File: src/rtl/serial_subtractor.sv
// Bit-serial subtractor: recovers b = s - {0,a} one bit per clock, LSB first,
// through a single full-subtractor cell with a registered borrow.
module serial_subtractor #(
    parameter int unsigned WIDTH = 4
) (
    input  logic             clk,
    input  logic             reset,
    input  logic             start,
    input  logic [WIDTH:0]   s,
    input  logic [WIDTH-1:0] a,
    output logic [WIDTH-1:0] b,
    output logic             err,
    output logic             busy,
    output logic             done
);

    localparam int unsigned CntW = $clog2(WIDTH + 2);

    typedef enum logic [1:0] {StIdle, StShift, StDone} state_e;

    state_e           state_q, state_d;
    logic [WIDTH:0]   min_q, sub_q, res_q;
    logic [CntW-1:0]  cnt_q;
    logic             borrow_q;
    logic [WIDTH-1:0] b_q;
    logic             err_q, done_q;
    logic             x, y, d, bout, last_bit;

    // State register
    always_ff @(posedge clk or posedge reset) begin
        if (reset) begin
            state_q <= StIdle;
        end else begin
            state_q <= state_d;
        end
    end

    assign last_bit = (cnt_q == CntW'(WIDTH));

    // Next-state logic
    always_comb begin
        state_d = state_q;
        unique case (state_q)
            StIdle:  if (start) state_d = StShift;
            StShift: if (last_bit) state_d = StDone;
            StDone:  state_d = StIdle;
            default: state_d = StIdle;
        endcase
    end

    // Output logic
    always_comb begin
        busy = (state_q != StIdle);
        b    = b_q;
        err  = err_q;
        done = done_q;
    end

    // Full-subtractor cell
    always_comb begin
        x    = min_q[0];
        y    = sub_q[0];
        d    = x ^ y ^ borrow_q;
        bout = (~x & y) | (~(x ^ y) & borrow_q);
    end

    always_ff @(posedge clk or posedge reset) begin
        if (reset) begin
            min_q    <= '0;
            sub_q    <= '0;
            res_q    <= '0;
            cnt_q    <= '0;
            borrow_q <= 1'b0;
            b_q      <= '0;
            err_q    <= 1'b0;
            done_q   <= 1'b0;
        end else begin
            done_q <= (state_q == StDone);
            unique case (state_q)
                StIdle: begin
                    if (start) begin
                        min_q    <= s;
                        sub_q    <= {1'b0, a};
                        res_q    <= '0;
                        cnt_q    <= '0;
                        borrow_q <= 1'b0;
                    end
                end
                StShift: begin
                    // Result fills from the MSB side so bit 0 lands at res_q[0] after WIDTH+1 shifts
                    res_q    <= {d, res_q[WIDTH:1]};
                    min_q    <= min_q >> 1;
                    sub_q    <= sub_q >> 1;
                    borrow_q <= bout;
                    cnt_q    <= cnt_q + 1'b1;
                end
                StDone: begin
                    b_q   <= res_q[WIDTH-1:0];
                    err_q <= borrow_q | res_q[WIDTH];
                end
                default: ;
            endcase
        end
    end

endmodule
File: config.mk
export PLATFORM = sky130hd
export DESIGN_NAME = serial_subtractor
export DESIGN_NICKNAME = d
export VERILOG_FILES = /design/src/rtl/serial_subtractor.sv
export SDC_FILE = /design/constraint.sdc
export NUM_CORES = 1
export LEC_CHECK = 0
export CAP_MARGIN = 25
export CORE_MARGIN = 2
export CORE_UTILIZATION = 30
export CTS_CLUSTER_DIAMETER = 100
export DETAILED_ROUTE_END_ITERATION = 12
export SETUP_SLACK_MARGIN = 0.2
export SYNTH_ARGS = -nofsm -noshare
export SYNTH_HDL_FRONTEND = slang
export SYNTH_SLANG_ARGS = --single-unit
File: constraint.sdc
create_clock -name clk -period 1.25 [get_ports clk]
set_input_delay 0.125 -clock clk [delete_from_list [all_inputs] [get_ports clk]]
set_output_delay 0.125 -clock clk [all_outputs]
set_load 0.005 [all_outputs]
==> results.toml, run 1 <==
[grt]
first_global_vias = 961
grt_max_degree = 27
grt_usage_pct = 13.1
gr-total-overflow = 0
antenna_found_initial = 0
grt_pass1_wl_um = 4420

[run_status]
violations = "setup timing"
run_status = "finished with violations"

[sta]
slew_viol_final = 0
max_slew_margin_pct = 77.7
setup_viol = 10
fin_ws_ps = -77.1
max_freq_ghz = 0.754
hold_viol_final = 0
rsz0062_at_grt = "true"
fin_crit_ps = 1330
hold_ws_ps = 212
skew_ps = 4.02
worstMarginPinSlew_ps = 335
post-route-period-util_pct = 106

[critical_path]
critPathLaunchType = "flop"
crit_path_max_incr_delay_ps = 500
cp-end-kind = "flop"
crit_path_max_fanout = 6
worst_ep_required_time_ps = 1410
regToRegStartpoint = "state_q[1]"
reg2regPathDepth = 3
r2r_end = "sub_q[2]"
cp_slowest_cell = "or4b_1"
reg2reg_setup_slack_ps = -80
cp.arrival_ps = 1480
worstSetupPathType = "flop to flop"
crit_chain = "buf_6 > or4b_1 > o221a_1"

[routing]
wl_um = 2740
ant_nets = 0
wl_per_cell_um = 14.6
dr.pass1.iters = 3
route.detailed.drc = 0
vias = 922
viasPerCell = 4.90
drt_iter0_drc = 59

[die]
rows = 22
die_h_um = 67.3
initial_core_util_pct = 32.1
core_um2 = 3740
ios = 19
dieArea_um2 = 4530
die_w_um = 67.3

[cts]
clock_latency_ps = 270
ctsHoldBuffers = 0
cts_root_buf = "clkbuf_8"
cts_tree = "yes"
cts_buffer_depth = 2
htreeDepth = 1
cts_sinks = 26
cts_buffers = 3
path_clk_slew_ps = 90

[pwr]
switching_share_pct = 33.5
p_int_mw = 2.63
power.leakage_nw = 0.847
ir_drop_uv = 834
power.switching_mw = 1.32
powerDensity_nw_per_um2 = 2150
p_comb_share_pct = 51.9
pwr-share-seq_pct = 36.3
clockPowerShare_pct = 11.8

[cells_and_area]
nFillCells = 350
drive_above_1_share_pct = 42.1
antenna_cells = 0
finalNetCount = 157
layout-area-overhead-vs-synth_pct = 53.5
layout_commonest_cell = "dfrtp_1"
final_cell_mix = "dfrtp_1, buf_4, clkdlybuf4s50_1"
utilization_pct = 49.3

[placed_design]
port_buffers = 18
place.detailed.hpwl_um = 1710
gp_congestion = 0.778

[synth]
synth_area_leaders = "dfrtp_1, a22o_1, mux2_1, nor4b_1, inv_1"
yosys_register_bits = 26
synth.top_cell.area_share_pct = 54.2
yosys.area.top_type = "dfrtp_1"
ys_types = 34
syn_inst = 96
syn-num-nets = 111
synth.cell_area_um2 = 1200
ys_seq_area_share_pct = 54.2
synth_warnings = 0
syn_area_per_cell_um2 = 12.5

[flow_run]
drv_cap = 0

[worst_hold_path]
hp-class = "input port to asynchronous set/reset pin"
-- Yosys cell counts, drive strengths merged --
cell / count
nor2b: 1
o221ai: 1
a211o: 2
nand4bb: 1
o221a: 2
a31oi: 1
nor4bb: 2
dfrtp: 26
ha: 2
nor2: 4
a211oi: 1
and3: 1
o21bai: 1
mux2: 4
nand2: 1
or2: 1
nor3b: 3
nand2b: 1
and2b: 1
inv: 10
a221oi: 4
clkbuf: 2
o21ba: 1
fa: 1
or4b: 2
a22o: 6
mux2i: 2
o2bb2ai: 1
buf: 6
nor4b: 5
-- kinds of logic after synthesis --
family                     after synthesis  synth area share (%)
AOI/OAI and AO/OA                       20                  15.6
adders and majority gates                3                  3.75
buffers and inverters                   18                  6.98
DFF                                     26                  54.2
muxes                                    6                  5.42
and+or+nand+nor                         23                  14.1
-- state kept, by name, indices dropped and copies added (netlist names) --
signal / flops
b: 4
res_q: 5
done: 1
borrow_q: 1
min_q: 5
cnt_q: 3
err: 1
state_q: 2
sub_q: 4
-- metal layers --
metal / vias to the layer above / GRT usage [%] / wire [µm]
met5: - / 0 / 0
met4: 0 / 5.36 / 38
met3: 4 / 2.50 / 97
met2: 18 / 21.7 / 1300
met1: 461 / 16.8 / 1300
li1: 439 / - / -
-- per-stage QoR --
step                total power, mW  setup WS, ps  instances  setup TNS, ps  instance area, µm²
floorplan                      2.46          46.7         96              0                1270
global placement               2.96          -144        172          -1930                1580
detailed placement             3.01          -183        172          -2660                1580
CTS                            3.70         -70.3        184           -762                1730
global route                   4.25         -97.4        188           -701                1840
finish                         3.96         -77.1        188           -280                1840
-- worst max-delay path: cells and delay by family (launching register included) --
kind / cells / cell delay, ps
DFF: 1 / 440
AOI/OAI and AO/OA: 1 / 130
and+or+nand+nor: 1 / 500
buffers and inverters: 1 / 140
-- timing repair --
action | 4_1_cts | 5_1_grt
pin swaps | 10 | 1
endpoints found under the setup margin | 33 | 32
gates cloned | 2 | 0
gates resized for setup | 21 | 22
buffers inserted | 7 | 4
-- area by class of cell --
type	instances	area [µm²]	area share, %
inverter	10	37.5	2.04
timing repair buffer	49	442	23.9
multi-input combinational	52	611	33.1
sequential	26	653	35.4
clock buffer	3	41.3	2.24
tap	48	60.1	3.26
-- how the worst max path moves through the flow --
stage                           from        to  slack (ps)  depth (start not counted)
final                     state_q[1]  sub_q[2]         -80                          3
after global routing      state_q[1]  sub_q[2]        -100                          3
after CTS                 state_q[0]  min_q[3]         -70                          3
after detailed placement       start  min_q[3]        -180                          3
after global placement         start  min_q[3]        -140                          3
after floorplan           state_q[1]  min_q[3]          50                          3
-- power by group through the flow --
stage	clock network, mW	registers [mW]	logic [mW]
after floorplan	0	1.39	1.07
after global placement	0	1.48	1.48
after detailed placement	0	1.50	1.52
after CTS	0.484	1.44	1.78
after global routing	0.516	1.48	2.26
final	0.467	1.44	2.05
No activity file was read; power rests on OpenSTA's default activity.
==> run 2, diff against run 1 <==
--- a/config.mk
+++ b/config.mk
@@ -10,7 +10,7 @@
 export CORE_UTILIZATION = 30
 export CTS_CLUSTER_DIAMETER = 100
 export DETAILED_ROUTE_END_ITERATION = 12
-export SETUP_SLACK_MARGIN = 0.2
+export DONT_BUFFER_PORTS = 1
 export SYNTH_ARGS = -nofsm -noshare
 export SYNTH_HDL_FRONTEND = slang
 export SYNTH_SLANG_ARGS = --single-unit
==> results.toml, run 2 (same netlist as run 1, synthesis figures left out) <==
[sta]
skew_ps = 1.43
fin_crit_ps = 1250
post-route-period-util_pct = 100
max_freq_ghz = 0.800
hold_viol_final = 0
max_slew_margin_pct = 74.1
slew_viol_final = 0
worstMarginPinSlew_ps = 383
fin_ws_ps = -0.612
rsz0062_at_grt = "true"
setup_viol = 1

[routing]
dr_wl_met2_um = 1200
route.detailed.drc = 0
wl_per_cell_um = 14.9
drt_iter0_drc = 55
wl_um = 2410
vias = 814
dr.pass1.iters = 4
top_layer_used = "met4"
met3_wirelength_um = 151
viasPerCell = 5.06
ant_nets = 0
wirelength_met1_um = 1040

[cells_and_area]
multi_input_area_um2 = 528
layout_commonest_cell = "dfrtp_1"
layout-area-overhead-vs-synth_pct = 27.7
antenna_cells = 0
drive_above_1_share_pct = 33.6
seq_area_um2 = 653
finalNetCount = 129
nFillCells = 362
reg_top3 = "min_q (5), res_q (5)"
finalInstanceArea_um2 = 1530
utilization_pct = 41.0
final_cell_mix = "dfrtp_1, buf_4, inv_1"

[pwr]
powerDensity_nw_per_um2 = 2390
pwr-share-seq_pct = 40.1
power.leakage_nw = 0.711
p_comb_share_pct = 41.0
clockPowerShare_pct = 18.9
switching_share_pct = 32.6
ir_drop_uv = 1360
p_int_mw = 2.47
power_mw = 3.66
power.switching_mw = 1.20

[die]
core_um2 = 3740
dieArea_um2 = 4530
rows = 22
initial_core_util_pct = 32.1
die_w_um = 67.3
ios = 19
die_h_um = 67.3

[cts]
cts_sinks = 26
clock_latency_ps = 270
cts_buffers = 3
path_clk_slew_ps = 90
cts_tree = "yes"
cts_root_buf = "clkbuf_8"
cts_buffer_depth = 2
htreeDepth = 1

[critical_path]
cp-end-kind = "output pin"
worst_ep_required_time_ps = 1120
crit_chain = "buf_6 > or2_1"
crit_path_max_incr_delay_ps = 470
crit_path_max_fanout = 7
cp.arrival_ps = 1130
worstSetupPathType = "flop to output pin"
cp_slowest_cell = "dfrtp_2"
reg2regPathDepth = 3
critPathLaunchType = "flop"

[placed_design]
placed_cell_area_um2 = 1330
pre_cts_ws_ps = -95.6
place.detailed.hpwl_um = 1540
port_buffers = 0
gp_congestion = 0.736

[grt]
gr-total-overflow = 0
grt_usage_pct = 11.6
grt_pass1_wl_um = 3990
antenna_found_initial = 0
grt_max_degree = 27
first_global_vias = 856

[run_status]
run_status = "finished with violations"
violations = "setup timing"

[worst_hold_path]
hp-class = "input port to flop"
hold_depth = 2

[flow_run]
drv_cap = 0
==> run 2: cell types whose count changed in the layout (fill, tap and decap cells not counted), moves of 3 or more <==
cell             previous run  this run
buf_4                      20        16
buf_6                      10         3
clkdlybuf4s15_1             5         0
clkdlybuf4s50_1            11         0
mux2_1                      0         4
mux2_4                      4         0
nor4b_1                     0         3
nor4b_4                     3         0
==> run 2: routing by layer <==
layer | up-vias | global-route usage (%)
met2 | 20 | 19.8
met4 | 0 | 1.53
met3 | 2 | 4.67
met5 | - | 0
li1 | 385 | -
met1 | 407 | 14.2
==> run 2: power groups by stage <==
stage                     Sequential [mW]  Clock (mW)  Combinational [mW]
after floorplan                      1.39           0               0.945
after global placement               1.48           0                1.18
after detailed placement             1.50           0                1.22
after CTS                            1.47       0.713                1.38
after global routing                 1.53       0.751                1.69
final                                1.47       0.692                1.50
==> run 2: metrics by stage <==
step	hold slack, ps	setup TNS [ps]	instances
detailed placement	97.8	-679	150
finish	104	-0.612	161
global placement	87.4	-707	150
CTS	104	-6.46	159
floorplan	165	0	96
global route	110	-410	161
==> run 2: final cells by class <==
cell class / count / area share [%]
Timing Repair Buffer: 21 / 12.0
Multi-Input combinational cell: 52 / 34.4
Clock inverter: 1 / 1.96
Clock buffer: 3 / 2.69
Sequential cell: 26 / 42.6
Inverter: 10 / 2.45
Tap cell: 48 / 3.92
==> run 2: what timing repair did <==
action | in CTS | in global routing
gates cloned | 0 | 1
hold buffers | 1 | 0
pin swaps | 0 | 4
buffers inserted | 4 | 1
resized for setup | 11 | 11
hold endpoints to repair | 26 | 0
endpoints found under the setup margin | 17 | 18
==> run 2: path summary, 6_finish.rpt <==
kind	to	slack, ps	start
worst max-delay path	busy	-0.6	state_q[1]
worst min-delay path	min_q[1]	100	s[1]
worst max register to register	min_q[3]	10	state_q[0]
worst min register to register	cnt_q[0]	520	cnt_q[0]
max in group asynchronous	state_q[0]	630	reset
min in group asynchronous	done	350	reset
==> run 2: critical path, delay by kind of cell, from the launching register on <==
kind,cells,cell delay [ps]
buf+inv,1,150
flops,1,470
simple gates,1,240
==> run 3, diff against run 2 <==
--- a/config.mk
+++ b/config.mk
@@ -5,12 +5,15 @@
 export SDC_FILE = /design/constraint.sdc
 export NUM_CORES = 1
 export LEC_CHECK = 0
+export ABC_AREA = 1
 export CAP_MARGIN = 25
 export CORE_MARGIN = 2
 export CORE_UTILIZATION = 30
 export CTS_CLUSTER_DIAMETER = 100
+export CTS_CLUSTER_SIZE = 24
 export DETAILED_ROUTE_END_ITERATION = 12
 export DONT_BUFFER_PORTS = 1
+export GPL_TIMING_DRIVEN = 0
 export SYNTH_ARGS = -nofsm -noshare
 export SYNTH_HDL_FRONTEND = slang
 export SYNTH_SLANG_ARGS = --single-unit
==> results.toml, run 3 <==
[cts]
cts_tree = "yes"
htreeDepth = 1
cts_buffer_depth = 2
path_clk_slew_ps = 90
cts_sinks = 26
clock_latency_ps = 280
cts_root_buf = "clkbuf_8"
cts_buffers = 3

[routing]
drt_iter0_drc = 39
wl_per_cell_um = 10.5
route.detailed.drc = 0
wl_um = 2140
dr.pass1.iters = 4
vias = 860
viasPerCell = 4.22
ant_nets = 0

[sta]
worstMarginPinSlew_ps = 395
skew_ps = 2.88
hold_viol_final = 0
max_freq_ghz = 0.873
post-route-period-util_pct = 91.6
setup_viol = 0
fin_crit_ps = 1150
rsz0062_at_grt = "false"
slew_viol_final = 0
max_slew_margin_pct = 73.7
finalSetupTns_ps = 0
hold_ws_ps = 22.5

[synth]
synth_edf_count = 0
synth.top_cell.area_share_pct = 52.6
synthXorXnorAreaFrac_pct = 0
ys_types = 20
yosys-mux-area-fraction_pct = 0
yosys.area.top_type = "dfrtp_1"
synthFlopType = "dfrtp_1"
ys_seq_area_share_pct = 52.6
synth_top_family_by_area = "simple AND/OR/NAND/NOR gates"
synth_warnings = 0
syn_inst = 143
synth_area_leaders = "dfrtp_1, nand2_1, inv_1, o21ai_0, o21ai_2"
yosys_register_bits = 26
synthArstFlopShare_pct = 100
synthAdderAreaFrac_pct = 3.64
synth.cell_area_um2 = 1240
yosysMostFrequentCell = "nand2_1"
syn_area_per_cell_um2 = 8.65
syn-num-nets = 158
synthSimpleGateAreaFrac_pct = 24.7
synth_compound_area_share_pct = 8.49
ys_top_cells_by_count = "nand2_1, dfrtp_1, inv_1"

[pwr]
power_mw = 3.58
power.leakage_nw = 0.757
powerDensity_nw_per_um2 = 2440
pwr-share-seq_pct = 40.1
clockPowerShare_pct = 19.7
switching_share_pct = 37.4
p_int_mw = 2.24
ir_drop_uv = 1160
power.switching_mw = 1.34
p_comb_share_pct = 40.2

[die]
dieArea_um2 = 4650
core_um2 = 3970
ios = 19
die_h_um = 68.2
die_w_um = 68.2
initial_core_util_pct = 31.2
rows = 23

[cells_and_area]
drive_above_1_share_pct = 15.6
finalNetCount = 170
final_cell_mix = "nand2_1, inv_1, dfrtp_1"
layout_commonest_cell = "nand2_1"
reg_top3 = "min_q (5), res_q (5)"
antenna_cells = 0
layout-area-overhead-vs-synth_pct = 18.5
finalInstanceArea_um2 = 1470

[run_status]
run_status = "completed"

[placed_design]
place.detailed.hpwl_um = 1480
port_buffers = 0
placed_cell_area_um2 = 1300
gp_congestion = 0.667

[critical_path]
worstSetupPathType = "flop to flop"
crit_family = "buffers and inverters"
crit_path_max_incr_delay_ps = 350
crit_buf_inv = 3
cp-end-kind = "flop"
critPathLaunchType = "flop"
cp.arrival_ps = 1350
worst_ep_required_time_ps = 1450
crit_path_max_fanout = 14
cp_slowest_cell = "dfrtp_1"
crit_chain = "buf_6 > inv_1 > nor2_4 > buf_4 > nand2_1 > o21ai_0"

[grt]
grt_pass1_wl_um = 3500
gr-total-overflow = 0
grt_max_degree = 27
first_global_vias = 780
grt_usage_pct = 10.3
antenna_found_initial = 0

[worst_hold_path]
hp-class = "input port to flop"

[flow_run]
drv_cap = 0
[run 3: cell types whose count changed after synthesis, moves of 3 or more]
cell and change:
a221oi_1 -3, a22o_1 -6, o21ai_2 +4, inv_1 +16, nor4b_1 -5, nor3b_1 -3, nand2_1 +48, mux2_1 -4
o21ai_0 +13, buf_2 -3, nand3_1 +6
[run 3: power groups by stage]
stage / registers, mW / clock network [mW] / logic, mW
final: 1.43 / 0.706 / 1.44
after global routing: 1.49 / 0.758 / 1.64
after CTS: 1.43 / 0.723 / 1.33
after detailed placement: 1.45 / 0 / 1.33
after global placement: 1.44 / 0 / 1.31
after floorplan: 1.41 / 0 / 1.09
[run 3: what timing repair did]
action,CTS,global route
endpoints found under the hold margin,14,0
pin swaps,0,1
hold buffers,3,0
gates resized for setup,0,3
gates cloned,0,0
buffers inserted,0,4
setup endpoints to repair,1,9
[run 3: worst paths after layout]
path	from	to	slack [ps]	cells past startpoint
worst max-delay path	state_q[0]	cnt_q[1]	100	6
worst min-delay path	start	state_q[0]	20	2
worst max register to register	state_q[0]	cnt_q[1]	100	6
worst min register to register	sub_q[1]	sub_q[1]	490	2
max in group asynchronous	reset	state_q[1]	550	3
min in group asynchronous	reset	done	260	2
[run 3: cell families after synthesis]
| logic type | Yosys count |
|---|---|
| AND/OR/NAND/NOR | 65 |
| adder cells (fa/ha/maj) | 3 |
| flip-flops | 26 |
| buffers and inverters | 31 |
| AO/OA/AOI/OAI | 18 |
[run 3: metrics by stage]
step	cells	setup WS [ps]	util (%)
global route	204	17.5	36.9
finish	204	105	36.9
global placement	193	91.2	32.7
floorplan	143	171	-
detailed placement	193	83.9	32.7
CTS	199	28.6	35.2
[run 3: area by class of cell]
cell class / count / area (µm²)
buffer: 2 / 22.5
fill: 424 / 2500
timing repair buffer: 8 / 87.6
clock inverter: 1 / 30.0
sequential: 26 / 652
inverter: 28 / 108
tap: 50 / 62.6
multi-input combinational: 86 / 463
clock buffer: 3 / 41.3
[run 3: layer usage]
layer / vias up / track usage (%) / routed length, µm
met4: 0 / 3.00 / 19
met3: 2 / 4.11 / 100
li1: 453 / - / -
met2: 19 / 15.5 / 891
met5: - / 0 / 0
met1: 386 / 13.7 / 1130
